`src/rtl/vec_pipe_pkg.sv`:
```
// vec_pipe_pkg: shared lane/vector types, skid-buffer state encoding and occupancy width.
package vec_pipe_pkg;
    localparam int OCC_W = 2;
    localparam int DEF_REG_W = 16;
    localparam int DEF_VEC_N = 4;
    typedef logic [DEF_REG_W-1:0] lane_t;
    typedef lane_t [DEF_VEC_N-1:0] vec_t;
    typedef enum logic [OCC_W-1:0] {
        EMPTY = 2'd0,
        ONE   = 2'd1,
        FULL  = 2'd2
    } skid_state_e;
endpackage

```
`src/rtl/vec_lane_gate.sv`:
```
// vec_lane_gate: forces every lane of one vector operand to zero where its lane-mask bit is clear.
module vec_lane_gate
    import vec_pipe_pkg::*;
#(
    parameter int REG_W = DEF_REG_W,
    parameter int VEC_N = DEF_VEC_N
) (
    input  logic [VEC_N*REG_W-1:0] vec_i,
    input  logic [VEC_N-1:0]       mask,
    output logic [VEC_N*REG_W-1:0] vec_o
);
    for (genvar l = 0; l < VEC_N; l++) begin : g_lane
        assign vec_o[l*REG_W +: REG_W] = vec_i[l*REG_W +: REG_W] & {REG_W{mask[l]}};
    end
endmodule

```
`src/rtl/vec_skid_pipe.sv`:
```
// vec_skid_pipe: valid/ready stage register with a 2-entry skid buffer, flush and lane zero-masking.
// Define VEC_PIPE_PERF_EN to build the saturating stall/bubble counters; otherwise they read 0.
module vec_skid_pipe
    import vec_pipe_pkg::*;
#(
    parameter int CTRL_W  = 33,
    parameter int REG_W   = 16,
    parameter int VEC_N   = 4,
    parameter int NUM_VEC = 2,
    parameter int CNT_W   = 16
) (
    input  logic                         clk,
    input  logic                         rst,
    input  logic                         flush,
    input  logic                         in_valid,
    output logic                         in_ready,
    input  logic [CTRL_W-1:0]            in_ctrl,
    input  logic [NUM_VEC*VEC_N*REG_W-1:0] in_vec,
    input  logic [VEC_N-1:0]             in_lane_mask,
    output logic                         out_valid,
    input  logic                         out_ready,
    output logic [CTRL_W-1:0]            out_ctrl,
    output logic [NUM_VEC*VEC_N*REG_W-1:0] out_vec,
    output logic [VEC_N-1:0]             out_lane_mask,
    output logic [OCC_W-1:0]             occupancy,
    output logic [CNT_W-1:0]             stall_cnt,
    output logic [CNT_W-1:0]             bubble_cnt
);
    localparam int OPW = VEC_N*REG_W;
    localparam int VW  = NUM_VEC*OPW;
    localparam int EW  = CTRL_W + VW + VEC_N;

    skid_state_e state_q, state_d;
    logic [EW-1:0] main_q, main_d, skid_q, skid_d, cap;
    logic [VW-1:0] gated;
    logic in_ready_q, in_ready_d, in_fire, out_fire;

    for (genvar v = 0; v < NUM_VEC; v++) begin : g_gate
        vec_lane_gate #(.REG_W(REG_W), .VEC_N(VEC_N)) u_gate (
            .vec_i(in_vec[v*OPW +: OPW]),
            .mask (in_lane_mask),
            .vec_o(gated[v*OPW +: OPW])
        );
    end

    assign cap      = {in_ctrl, gated, in_lane_mask};
    assign in_fire  = in_valid && in_ready_q;
    assign out_fire = out_valid && out_ready;

    always_comb begin
        state_d = state_q;
        main_d  = main_q;
        skid_d  = skid_q;
        case (state_q)
            EMPTY: if (in_fire) begin
                main_d  = cap;
                state_d = ONE;
            end
            ONE: if (in_fire && out_fire) begin
                main_d = cap;
            end else if (in_fire) begin
                skid_d  = cap;
                state_d = FULL;
            end else if (out_fire) begin
                state_d = EMPTY;
            end
            FULL: if (out_fire) begin
                main_d  = skid_q;
                state_d = ONE;
            end
            default: state_d = EMPTY;
        endcase
        // Flush drops everything; data regs keep their contents so nothing toggles.
        if (flush) begin
            state_d = EMPTY;
            main_d  = main_q;
            skid_d  = skid_q;
        end
        in_ready_d = (state_d != FULL);
    end

    always_ff @(posedge clk) begin
        if (!rst) begin
            state_q    <= EMPTY;
            main_q     <= '0;
            skid_q     <= '0;
            in_ready_q <= 1'b0;
        end else begin
            state_q    <= state_d;
            main_q     <= main_d;
            skid_q     <= skid_d;
            in_ready_q <= in_ready_d;
        end
    end

    assign in_ready  = in_ready_q;
    assign out_valid = (state_q != EMPTY);
    assign occupancy = state_q;
    assign {out_ctrl, out_vec, out_lane_mask} = main_q;

`ifdef VEC_PIPE_PERF_EN
    logic [CNT_W-1:0] stall_cnt_q, stall_cnt_d, bubble_cnt_q, bubble_cnt_d;

    always_comb begin
        stall_cnt_d  = (out_valid && !out_ready && !(&stall_cnt_q)) ? stall_cnt_q + 1'b1 : stall_cnt_q;
        bubble_cnt_d = (!out_valid && out_ready && !(&bubble_cnt_q)) ? bubble_cnt_q + 1'b1 : bubble_cnt_q;
    end

    always_ff @(posedge clk) begin
        if (!rst) begin
            stall_cnt_q  <= '0;
            bubble_cnt_q <= '0;
        end else begin
            stall_cnt_q  <= stall_cnt_d;
            bubble_cnt_q <= bubble_cnt_d;
        end
    end

    assign stall_cnt  = stall_cnt_q;
    assign bubble_cnt = bubble_cnt_q;
`else
    assign stall_cnt  = '0;
    assign bubble_cnt = '0;
`endif
endmodule
```
`config.mk`:
```
export PLATFORM = sky130hd
export DESIGN_NAME = vec_skid_pipe
export DESIGN_NICKNAME = d
export VERILOG_FILES = /design/src/rtl/vec_pipe_pkg.sv /design/src/rtl/vec_lane_gate.sv /design/src/rtl/vec_skid_pipe.sv
export SDC_FILE = /design/constraint.sdc
export NUM_CORES = 1
export LEC_CHECK = 0
export ABC_AREA = 1
export CAP_MARGIN = 40
export CORE_MARGIN = 3
export CORE_UTILIZATION = 46
export DETAILED_ROUTE_END_ITERATION = 10
export GPL_TIMING_DRIVEN = 0
export PLACE_DENSITY = 0.86
export SYNTH_ARGS = -nofsm -noshare
export SYNTH_HDL_FRONTEND = slang
export SYNTH_SLANG_ARGS = --single-unit
export TNS_END_PERCENT = 1
```
`constraint.sdc`:
```
create_clock -name clk -period 1.2 [get_ports clk]
set_input_delay 0.24 -clock clk [delete_from_list [all_inputs] [get_ports clk]]
set_output_delay 0.24 -clock clk [all_outputs]
set_load 0.02 [all_outputs]
```
Word-level counts from Yosys, hierarchy flattened:

Index checks and enable logic that the tools add are counted.

* flip-flop bits (word level): 333
* logic and storage cells: 39
* output and inout port bits: 201

* eq/ne operators: 6
* reduce and logical (&&, ||, !) cells: 8
* mux-type cells: 11
* bitwise logic cells: 10

Operator list (number)
* 2-to-1 mux 165 bit: 3
* case mux 165 bit (3 select lines): 1
* bitwise AND 16 bit: 8
* 2-to-1 mux 2 bit: 6
* inequality test 2 bit, second input constant: 4
* case mux 2 bit (3 select lines): 1
* AND reduction 5 bit: 1
* AND reduction 4 bit: 1
* logical AND 1 bit: 3
* nonzero test 3 bit: 1
* equality test 2 x 1 -> 1 bit, second input constant: 1
* equality test 2 bit, second input constant: 1
* zero test 2 bit: 1
* inverter 1 bit: 2
* nonzero test 2 bit: 1

Depth between registers and ports, before layout:

Gate-level depths: netlist (run 1).

* depth after elaboration: 8
* gate-level depth with buffers: 10
* depth with buffers taken out: 7

By module:

From an unflattened synthesis (run 1), not the netlist that was laid out.

* cells, all modules: 2640
* area, all modules: 16349.4 um^2

By module, submodules not included
* vec_skid_pipe: instances 1, sequential area each 6666.4 um^2, area each 15128.3 um^2, cells each 2368
* vec_lane_gate: instances 2, sequential area each 0.0 um^2, area each 610.6 um^2, cells each 136

Least setup slack after synthesis (run 1):

Ideal clock, no wire load.

* kind: flip-flop to flip-flop
* start: register state_q[1], in the netlist occupancy[1]
* end: register main_q[100]
* library setup time: 0.115 ns
* period minus slack after synthesis: 1.586 ns
* arrival: 1.471 ns
* path slack: -0.386 ns
* cell stages (with the launch flop): 9
* path through: dfxtp_1 > buf_2 > inv_2 > nand2_1 > nand2_2 > buf_4 > buf_2 > a21oi_1 > nor2_1

* word-level cells in the longest chain between the ends: 5
* elaborated cells between the ends (all ways): 12
* those cells by class: eq/ne: 5; mux: 1; reduce/logical: 6

Ends and longest elaborated chain
* start, declared: RTL line vec_skid_pipe.sv:33 `skid_state_e state_q, state_d;`
* start signal, assigned: RTL line vec_skid_pipe.sv:89 `state_q <= state_d;`
* nonzero test 2 bit (*): RTL line vec_skid_pipe.sv:97 `assign out_valid = (state_q != EMPTY);`
* net out_valid: RTL line vec_skid_pipe.sv:20 `output logic out_valid,`
* logical AND 1 bit (*): RTL line vec_skid_pipe.sv:48 `assign out_fire = out_valid && out_ready;`
* logical AND 1 bit: RTL line vec_skid_pipe.sv:59 `ONE: if (in_fire && out_fire) begin`
* inequality test 2 bit (no source line)
* AND reduction 5 bit (no source line) (*)
* end signal, assigned: RTL line vec_skid_pipe.sv:90 `main_q <= main_d;`
* end, declared: RTL line vec_skid_pipe.sv:34 `logic [EW-1:0] main_q, main_d, skid_q, skid_d, cap;`

The timed path passes the listed nets; every way through them passes the cells marked *.
A chain may end at the register's enable or synchronous reset.

Worst setup path after layout (run 1):

* start: register state_q[1], in the netlist occupancy[1]
* end: register skid_q[42]

* word-level cells in the longest chain between the ends: 5
* elaborated cells between the ends (all ways): 6
* those cells by class: eq/ne: 1; bitwise: 1; reduce/logical: 4

Ends and longest elaborated chain
* nonzero test 2 bit: RTL line vec_skid_pipe.sv:97
* logical AND 1 bit: RTL line vec_skid_pipe.sv:48
* logical AND 1 bit: RTL line vec_skid_pipe.sv:59
* inverter 1 bit (no source line)
* AND reduction 4 bit (no source line) (*)
* end signal, assigned: RTL line vec_skid_pipe.sv:91 `skid_q <= skid_d;`
* end, declared: RTL line vec_skid_pipe.sv:34

Mark *: on every way between the ends. The rest lies on a longest branch, timed or not.

==> results of run 1 <==
==> final timing paths <==
path,start,endpoint,cells past startpoint
setup / recovery,occupancy[1]$_SDFF_PN0_,skid_q[42]$_SDFFE_PN0P_,9
hold / removal,in_lane_mask[3],skid_q[52]$_SDFFE_PN0P_,5
setup reg to reg,occupancy[1]$_SDFF_PN0_,skid_q[42]$_SDFFE_PN0P_,9
hold reg to reg,skid_q[113]$_SDFFE_PN0P_,skid_q[113]$_SDFFE_PN0P_,2
==> what timing repair did <==
item / in CTS / in global routing
pin swaps: 7 / 15
setup buffers: 7 / 6
cloned: 1 / 5
gates resized for setup: 814 / 641
endpoints found under the setup margin: 502 / 502
==> metrics by stage <==
step                      utilization [%]  instances
final                                66.9       3462
after global routing                 66.9       3461
after CTS                            64.3       3446
after detailed placement             59.0       3378
after global placement               58.9       3376
after floorplan                         -       2588
==> flip-flops by register name, indices dropped and copies added, names as in the netlist <==
signal	flops
in_ready	1
main_q	165
occupancy	2
skid_q	165
==> synthesized netlist by cell type <==
cell type                    n  area [um2]
sky130_fd_sc_hd__a21oi_1   295        1480
sky130_fd_sc_hd__inv_2       2        7.51
sky130_fd_sc_hd__buf_4      50         375
sky130_fd_sc_hd__nand2_1   873        3280
sky130_fd_sc_hd__clkbuf_1   67         251
sky130_fd_sc_hd__buf_6       6        67.6
sky130_fd_sc_hd__dfxtp_1   333        6670
sky130_fd_sc_hd__a21oi_2     1        8.76
sky130_fd_sc_hd__inv_1     167         627
sky130_fd_sc_hd__buf_1      17        63.8
sky130_fd_sc_hd__nand2_2     2        12.5
sky130_fd_sc_hd__nand3_1   421        2110
sky130_fd_sc_hd__nor2_2      2        12.5
sky130_fd_sc_hd__nor2_1    206         773
sky130_fd_sc_hd__conb_1      1        3.75
sky130_fd_sc_hd__buf_2     114         571
==> critical path: stages (launching register included) <==
cell	delay [ps]
sky130_fd_sc_hd__dfxtp_4	340
sky130_fd_sc_hd__buf_6	130
sky130_fd_sc_hd__inv_8	70
sky130_fd_sc_hd__nand2_4	50
sky130_fd_sc_hd__nor2_4	140
sky130_fd_sc_hd__buf_4	170
sky130_fd_sc_hd__nand2_8	90
sky130_fd_sc_hd__buf_12	170
sky130_fd_sc_hd__buf_4	180
sky130_fd_sc_hd__a21oi_1	150
==> cells in the final DEF, fill, tap and decap left out, drive strengths merged <==
master	n
nor2	208
buf	364
dfxtp	333
clkinv	4
nand3	421
nand2	875
bufinv	1
diode	5
inv	169
conb	32
clkbuf	132
clkdlybuf4s50	164
clkinvlp	2
dlygate4sd2	1
a21oi	296
==> layout make-up <==
| cell class | count | area, um2 | share of cell area, % |
|---|---|---|---|
| multi-input combinational | 1832 | 8080 | 34.8 |
| sequential | 333 | 6880 | 29.6 |
| timing repair buffer | 354 | 3830 | 16.5 |
| buffer | 253 | 1980 | 8.50 |
| clock buffer | 54 | 1160 | 5.01 |
| inverter | 169 | 642 | 2.76 |
| tap | 455 | 569 | 2.45 |
| clock inverter | 7 | 72.6 | 0.312 |
| antenna | 5 | 12.5 | 0.0539 |
==> per-layer routing <==
layer,vias to the layer above,track usage (%),part of all wire [%],wire (um)
met5,-,0,0.10,58
met2,887,45.7,46,26300
met3,200,5.04,7.8,4440
li1,8882,-,-,-
met4,6,15.6,5.8,3300
met1,8245,34.9,40,23100
==> logic make-up (layout without fill, tap and decap cells) <==
family	Yosys count	count (layout)	share of synthesized area, %
DFF	333	333	40.9
other	1	37	0.0230
and+or+nand+nor	1504	1504	37.9
buffers and inverters	423	837	12.0
AOI/OAI and AO/OA	296	296	9.11
==> power by group through the flow <==
stage / Clock, uW / Sequential [uW] / Combinational [uW]
final: 11500 / 11700 / 4130
after global routing: 12100 / 11700 / 4480
after CTS: 11600 / 11600 / 3830
after detailed placement: 0 / 11800 / 3790
after global placement: 0 / 11800 / 3720
after floorplan: 0 / 12100 / 1750
==> Flow_metrics.wiki, run 1 <==
{| class="wikitable"
! Metric !! Value
|-
| Classification of the worst setup path || flop to flop
|-
| Clk buf depth || 3
|-
| Type of the most critical hold path || primary input to flop
|-
| Fraction of power consumed by combinational cells || between 15 and 20%
|-
| Post-placement setup slack || -1080 ps
|-
| Headroom to the max-slew limit || 45.2%
|-
| Setup ws final || -389 ps
|-
| Post-route cell area || approximately 23000 um2
|-
| Slew at the pin closest to its max-slew limit || roughly 820 ps
|-
| GR Util All Layers || ~28%
|-
| Global placer's final weighted congestion || 0.882
|-
| Final count of negative-setup-slack endpoints || between 500 and 600
|-
| Data required time at the worst endpoint || 1640 ps
|-
| Post-route setup TNS || -105190 ps
|-
| Drt total wl || about 57000 um
|-
| Flop2flop setup slack || -390 ps
|-
| Floorplan die area || 37700 um2
|-
| HPWL after detailed placement || approximately 40000 um
|-
| Leakage || about 0.010 uW
|-
| Power Density || around 1200 nW/um2
|-
| Hold_buf cts || 0
|-
| Final total power || ~27000 uW
|-
| Maximum vdd drop || approximately 0.00097 V
|-
| Final net count || 3151
|-
| Clock-pin slew on the worst setup and hold paths || about 60 ps
|-
| CTS Buf Count || 38
|-
| Fraction of final layout cells sized beyond drive strength 1 || 22.9%
|-
| Post-route clock period utilization || 132%
|-
| Gate Count Post-Synth || approximately 2600
|-
| Root buffer cell || sky130_fd_sc_hd__clkbuf_16
|-
| Critical Path Fanout Max || 10
|-
| Count of input and output buffers || between 300 and 400
|-
| Synthesis Warnings || 0
|-
| Achievable clock frequency || between 600 and 700 MHz
|-
| Sw power || 7080 uW
|-
| RSZ-0062 raised after global routing || true
|-
| Area inside the core boundary || roughly 35000 um2
|-
| Drt drc || 0
|-
| Routed via count divided by cell count || approximately 5.3
|-
| Routed wire length per instance || between 15 and 20 um
|-
| Skew final || roughly 15 ps
|-
| Global-route wire length before repair || between 80000 and 90000 um
|-
| Area growth from synthesis to layout || 42.5%
|-
| Result of the run || complete, but fails checks
|-
| Clock H-tree levels || 2
|-
| Starting Density || 47.0%
|-
| Proportion of power drawn by the clock network || 42.2%
|-
| Aggregate global routing overflow || 0
|-
| Hold violation total from the final report || 0
|-
| #FFs+latches synth || between 300 and 400
|-
| Crit path capture type || flop
|-
| Number of maximum-capacitance violations || 0
|-
| Horizontal extent of the die || between 150 and 200 um
|-
| Internal Pwr Total || approximately 20000 uW
|-
| Clock latency at the later pin of the worst-skew pair || around 540 ps
|-
| Final critical path time including I/O delays and setup || between 1500 and 2000 ps
|-
| Vias post-DR || around 18000
|-
| Number of clock sinks || 333
|-
| CP Launch Type || flop
|-
| Number of primary I/O pins || between 300 and 400
|-
| Cell Area, Placed || ~20000 um2
|-
| Failing checks || setup timing
|-
| Fraction of power spent switching nets || between 20% and 30%
|-
| Yosys cell types || 16
|-
| Number of global-route vias before repair || between 15000 and 20000
|-
| Number of nets still failing antenna checks after routing || 0
|-
| Initial drt markers || approximately 1400
|-
| Largest net degree at the start of global routing || 13
|-
| Avg Synthesized Cell Area || 6.37 um2
|-
| CTS tree || built
|-
| Antenna violations before repair || 7
|-
| Seq/Total Area, Yosys || between 40% and 50%
|-
| Critical path data arrival time || just over 2000 ps
|-
| Mapped cell area || ~16000 um2
|-
| First-pass iteration count of the detailed router || 7
|-
| Part of the total power dissipated in sequential elements || a little over two fifths
|-
| Final-report max-slew violation count || 0
|-
| Fill cells || 2793
|-
| Die H || just under 200 um
|-
| WHS || 215 ps
|-
| Cell row count || between 60 and 70
|}
Note: power is estimated with default switching activity, not from simulation.
==> inputs of run 2 (changes only) <==
TNS_END_PERCENT = default   (was 1)
==> run 2 against run 1 <==
Against the previous run: the run still ends with setup timing left; register-to-register slack is essentially flat; combinational power rose by 3%; clock-buffer cell count increased by 1; die area unchanged; sequential power about the same; power shrank 1.0%; sequential share of layout area down 0.87 points; utilization increased by 1.7 points; maximum frequency about the same; critical path type unchanged; critical endpoint is now skid_q[126]$_SDFFE_PN0P_; largest cell class unchanged.
==> Flow_metrics.wiki, run 2 (synthesis results as in run 1) <==
{| class="wikitable"
! Metric !! Value
|-
| Drt total wl || 59300 um (+3.6%)
|-
| Routed length on met3 || 4970 um (+12%)
|-
| Global placer's final weighted congestion || 0.898 (+1.8%)
|-
| Clock latency at the later pin of the worst-skew pair || 530 ps (about the same)
|-
| Largest net degree at the start of global routing || 13 (unchanged)
|-
| Core occupancy in the finished layout || 68.7% (+1.7 points)
|-
| Final-report max-slew violation count || 0 (unchanged)
|-
| Data required time at the worst endpoint || 1610 ps (-30 ps)
|-
| First-pass iteration count of the detailed router || 7 (unchanged)
|-
| Maximum vdd drop || 0.000945 V (-2.5%)
|-
| Failing checks || setup timing
|-
| Routed wire length per instance || 17.0 um (+2.7%)
|-
| Slew at the pin closest to its max-slew limit || 873 ps (+51.8 ps)
|-
| Drt drc || 0 (unchanged)
|-
| GR Util All Layers || 27.9% (about the same)
|-
| Setup ws final || -390 ps (-0.226 ps)
|-
| Crit path capture type || flop
|-
| Final net count || 3177 (+0.83%)
|-
| Storage element area || 6850 um2 (-0.44%)
|-
| Die H || 194 um (unchanged)
|-
| DRT met1 WL || 23500 um (+1.6%)
|-
| Area inside the core boundary || 34700 um2 (unchanged)
|-
| WHS || 210 ps (-4.48 ps)
|-
| Fraction of final layout cells sized beyond drive strength 1 || 23.6% (+0.66 points)
|-
| Number of global-route vias before repair || 17300 (+0.81%)
|-
| Classification of the worst setup path || flop to flop
|-
| Final count of negative-setup-slack endpoints || 498 (-0.60%)
|-
| Flop2flop setup slack || -390 ps (about the same)
|-
| Number of nets still failing antenna checks after routing || 0 (unchanged)
|-
| Starting Density || 47.0% (unchanged)
|-
| CTS tree || built
|-
| Result of the run || complete, but fails checks
|-
| Area growth from synthesis to layout || 46.2%
|-
| Hold_buf cts || 0 (unchanged)
|-
| CTS Buf Count || 37 (-2.6%)
|-
| Most used cells in the layout excluding fill and tap cells || sky130_fd_sc_hd__nand2_1 (865), sky130_fd_sc_hd__nand3_1 (406), sky130_fd_sc_hd__a21oi_1 (207)
|-
| CP Launch Type || flop
|-
| Post-route clock period utilization || 132% (about the same)
|-
| Cell depth of the worst flop-to-flop path || 10 (+1)
|-
| Length of routed met2 wiring || 28100 um (+6.9%)
|-
| Global-route wire length before repair || 87900 um (+0.94%)
|-
| Clk buf depth || 3 (unchanged)
|-
| Number of primary I/O pins || 371 (unchanged)
|-
| Antenna violations before repair || 3 (-4)
|-
| Critical Path Fanout Max || 10 (unchanged)
|-
| Floorplan die area || 37700 um2 (unchanged)
|-
| Reg2reg start || occupancy[1]$_SDFF_PN0_
|-
| Uppermost routed layer || met4
|-
| Count of input and output buffers || 333 (unchanged)
|-
| Root buffer cell || sky130_fd_sc_hd__clkbuf_16
|-
| Vias post-DR || 18500 (+1.7%)
|-
| Power Density || 1130 nW/um2 (-3.5%)
|-
| Commonest non-fill, non-tap cell in the layout || sky130_fd_sc_hd__nand2_1
|-
| Number of clock sinks || 333 (unchanged)
|-
| Hold Startpoint || in_lane_mask[0]
|-
| Hold violation total from the final report || 0 (unchanged)
|-
| Cell row count || 68 (unchanged)
|-
| Type of the most critical hold path || primary input to flop
|-
| Number of maximum-capacitance violations || 0 (unchanged)
|-
| Critical path data arrival time || 2000 ps (-30 ps)
|-
| Headroom to the max-slew limit || 41.8% (-3.5 points)
|-
| Clock H-tree levels || 2 (unchanged)
|-
| Horizontal extent of the die || 194 um (unchanged)
|-
| Clock-pin slew on the worst setup and hold paths || 60 ps (about the same)
|-
| Final critical path time including I/O delays and setup || 1590 ps (+0.226 ps)
|-
| Skew final || 19.7 ps (+4.28 ps)
|-
| Aggregate global routing overflow || 0 (unchanged)
|-
| Routed via count divided by cell count || 5.31 (+0.84%)
|-
| Post-route setup TNS || -110070 ps (-4880 ps)
|-
| Initial drt markers || 1420 (+2.2%)
|-
| HPWL after detailed placement || 39600 um (-0.58%)
|-
| RSZ-0062 raised after global routing || true
|-
| Achievable clock frequency || 629 MHz (about the same)
|-
| Area taken by multi-input logic gates || 8340 um2 (+3.2%)
|-
| Critical path origin || occupancy[1]$_SDFF_PN0_
|-
| WHS Path Cells || 5 (unchanged)
|-
| Fill cells || 2730 (-2.3%)
|-
| Leakage || 0.0108 uW (+2.8%)
|}
run 2: cell count changes in the layout (fill, tap and decap cells not counted), moves of 9 or more:
cell	before	now
sky130_fd_sc_hd__buf_8	12	21
sky130_fd_sc_hd__a21oi_2	35	85
sky130_fd_sc_hd__a21oi_1	260	207
sky130_fd_sc_hd__buf_6	210	189
sky130_fd_sc_hd__dfxtp_2	163	139
sky130_fd_sc_hd__dfxtp_1	168	192
sky130_fd_sc_hd__dlygate4sd2_1	1	27
run 2: metrics by stage:
stage / worst slack [ps] / power [uW] / cell area, um2 / cells
6_report: -390 / 27000 / 23800 / 3492
5_1_grt: -439 / 27900 / 23800 / 3491
4_1_cts: -340 / 26700 / 22400 / 3465
3_5_place_dp: -1060 / 15600 / 20500 / 3377
3_3_place_gp: -1060 / 15500 / 20500 / 3376
2_1_floorplan: -129 / 13900 / 16600 / 2588
run 2: path summary, 6_finish.rpt:
kind	endpoint
hold / removal	skid_q[4]$_SDFFE_PN0P_
setup reg to reg	skid_q[126]$_SDFFE_PN0P_
setup / recovery	skid_q[126]$_SDFFE_PN0P_
hold reg to reg	skid_q[112]$_SDFFE_PN0P_
run 2: what timing repair did:
item / 4_1_cts / 5_1_grt
setup buffers: 23 / 6
setup endpoints to repair: 502 / 502
resized for setup: 1102 / 291
cloned: 0 / 17
pin swaps: 1 / 28
run 2: per-layer routing:
metal,up-vias,GRT usage [%]
li1,8926,-
met4,0,10.9
met1,8490,35.4
met5,-,0
met3,181,4.43
met2,936,47.6
run 2: area by class of cell:
cell class	instances	area share (%)
multi-input combinational	1833	35.0
sequential	333	28.7
timing repair buffer	379	17.3
buffer	254	8.80
clock buffer	55	4.55
inverter	169	2.71
tap	455	2.39
clock inverter	10	0.436
antenna	4	0.0420
run 2: power breakdown:
| part | total, uW | internal, uW | leakage, uW | switching [uW] |
|---|---|---|---|---|
| sequential | 11700 | 11400 | 0.00276 | 235 |
| combinational | 4250 | 1900 | 0.00744 | 2350 |
| clock | 11100 | 6490 | 0.000583 | 4640 |
| total | 27000 | 19800 | 0.0108 | 7220 |
run 2: critical path: stages, from the launching register on:
cell	delay, ps
sky130_fd_sc_hd__dfxtp_4	340
sky130_fd_sc_hd__buf_8	130
sky130_fd_sc_hd__clkinv_8	60
sky130_fd_sc_hd__nand2_2	60
sky130_fd_sc_hd__nor2_4	130
sky130_fd_sc_hd__buf_12	150
sky130_fd_sc_hd__buf_12	170
sky130_fd_sc_hd__buf_8	150
sky130_fd_sc_hd__nand3_1	80
sky130_fd_sc_hd__nand2_1	120
sky130_fd_sc_hd__a21oi_1	50
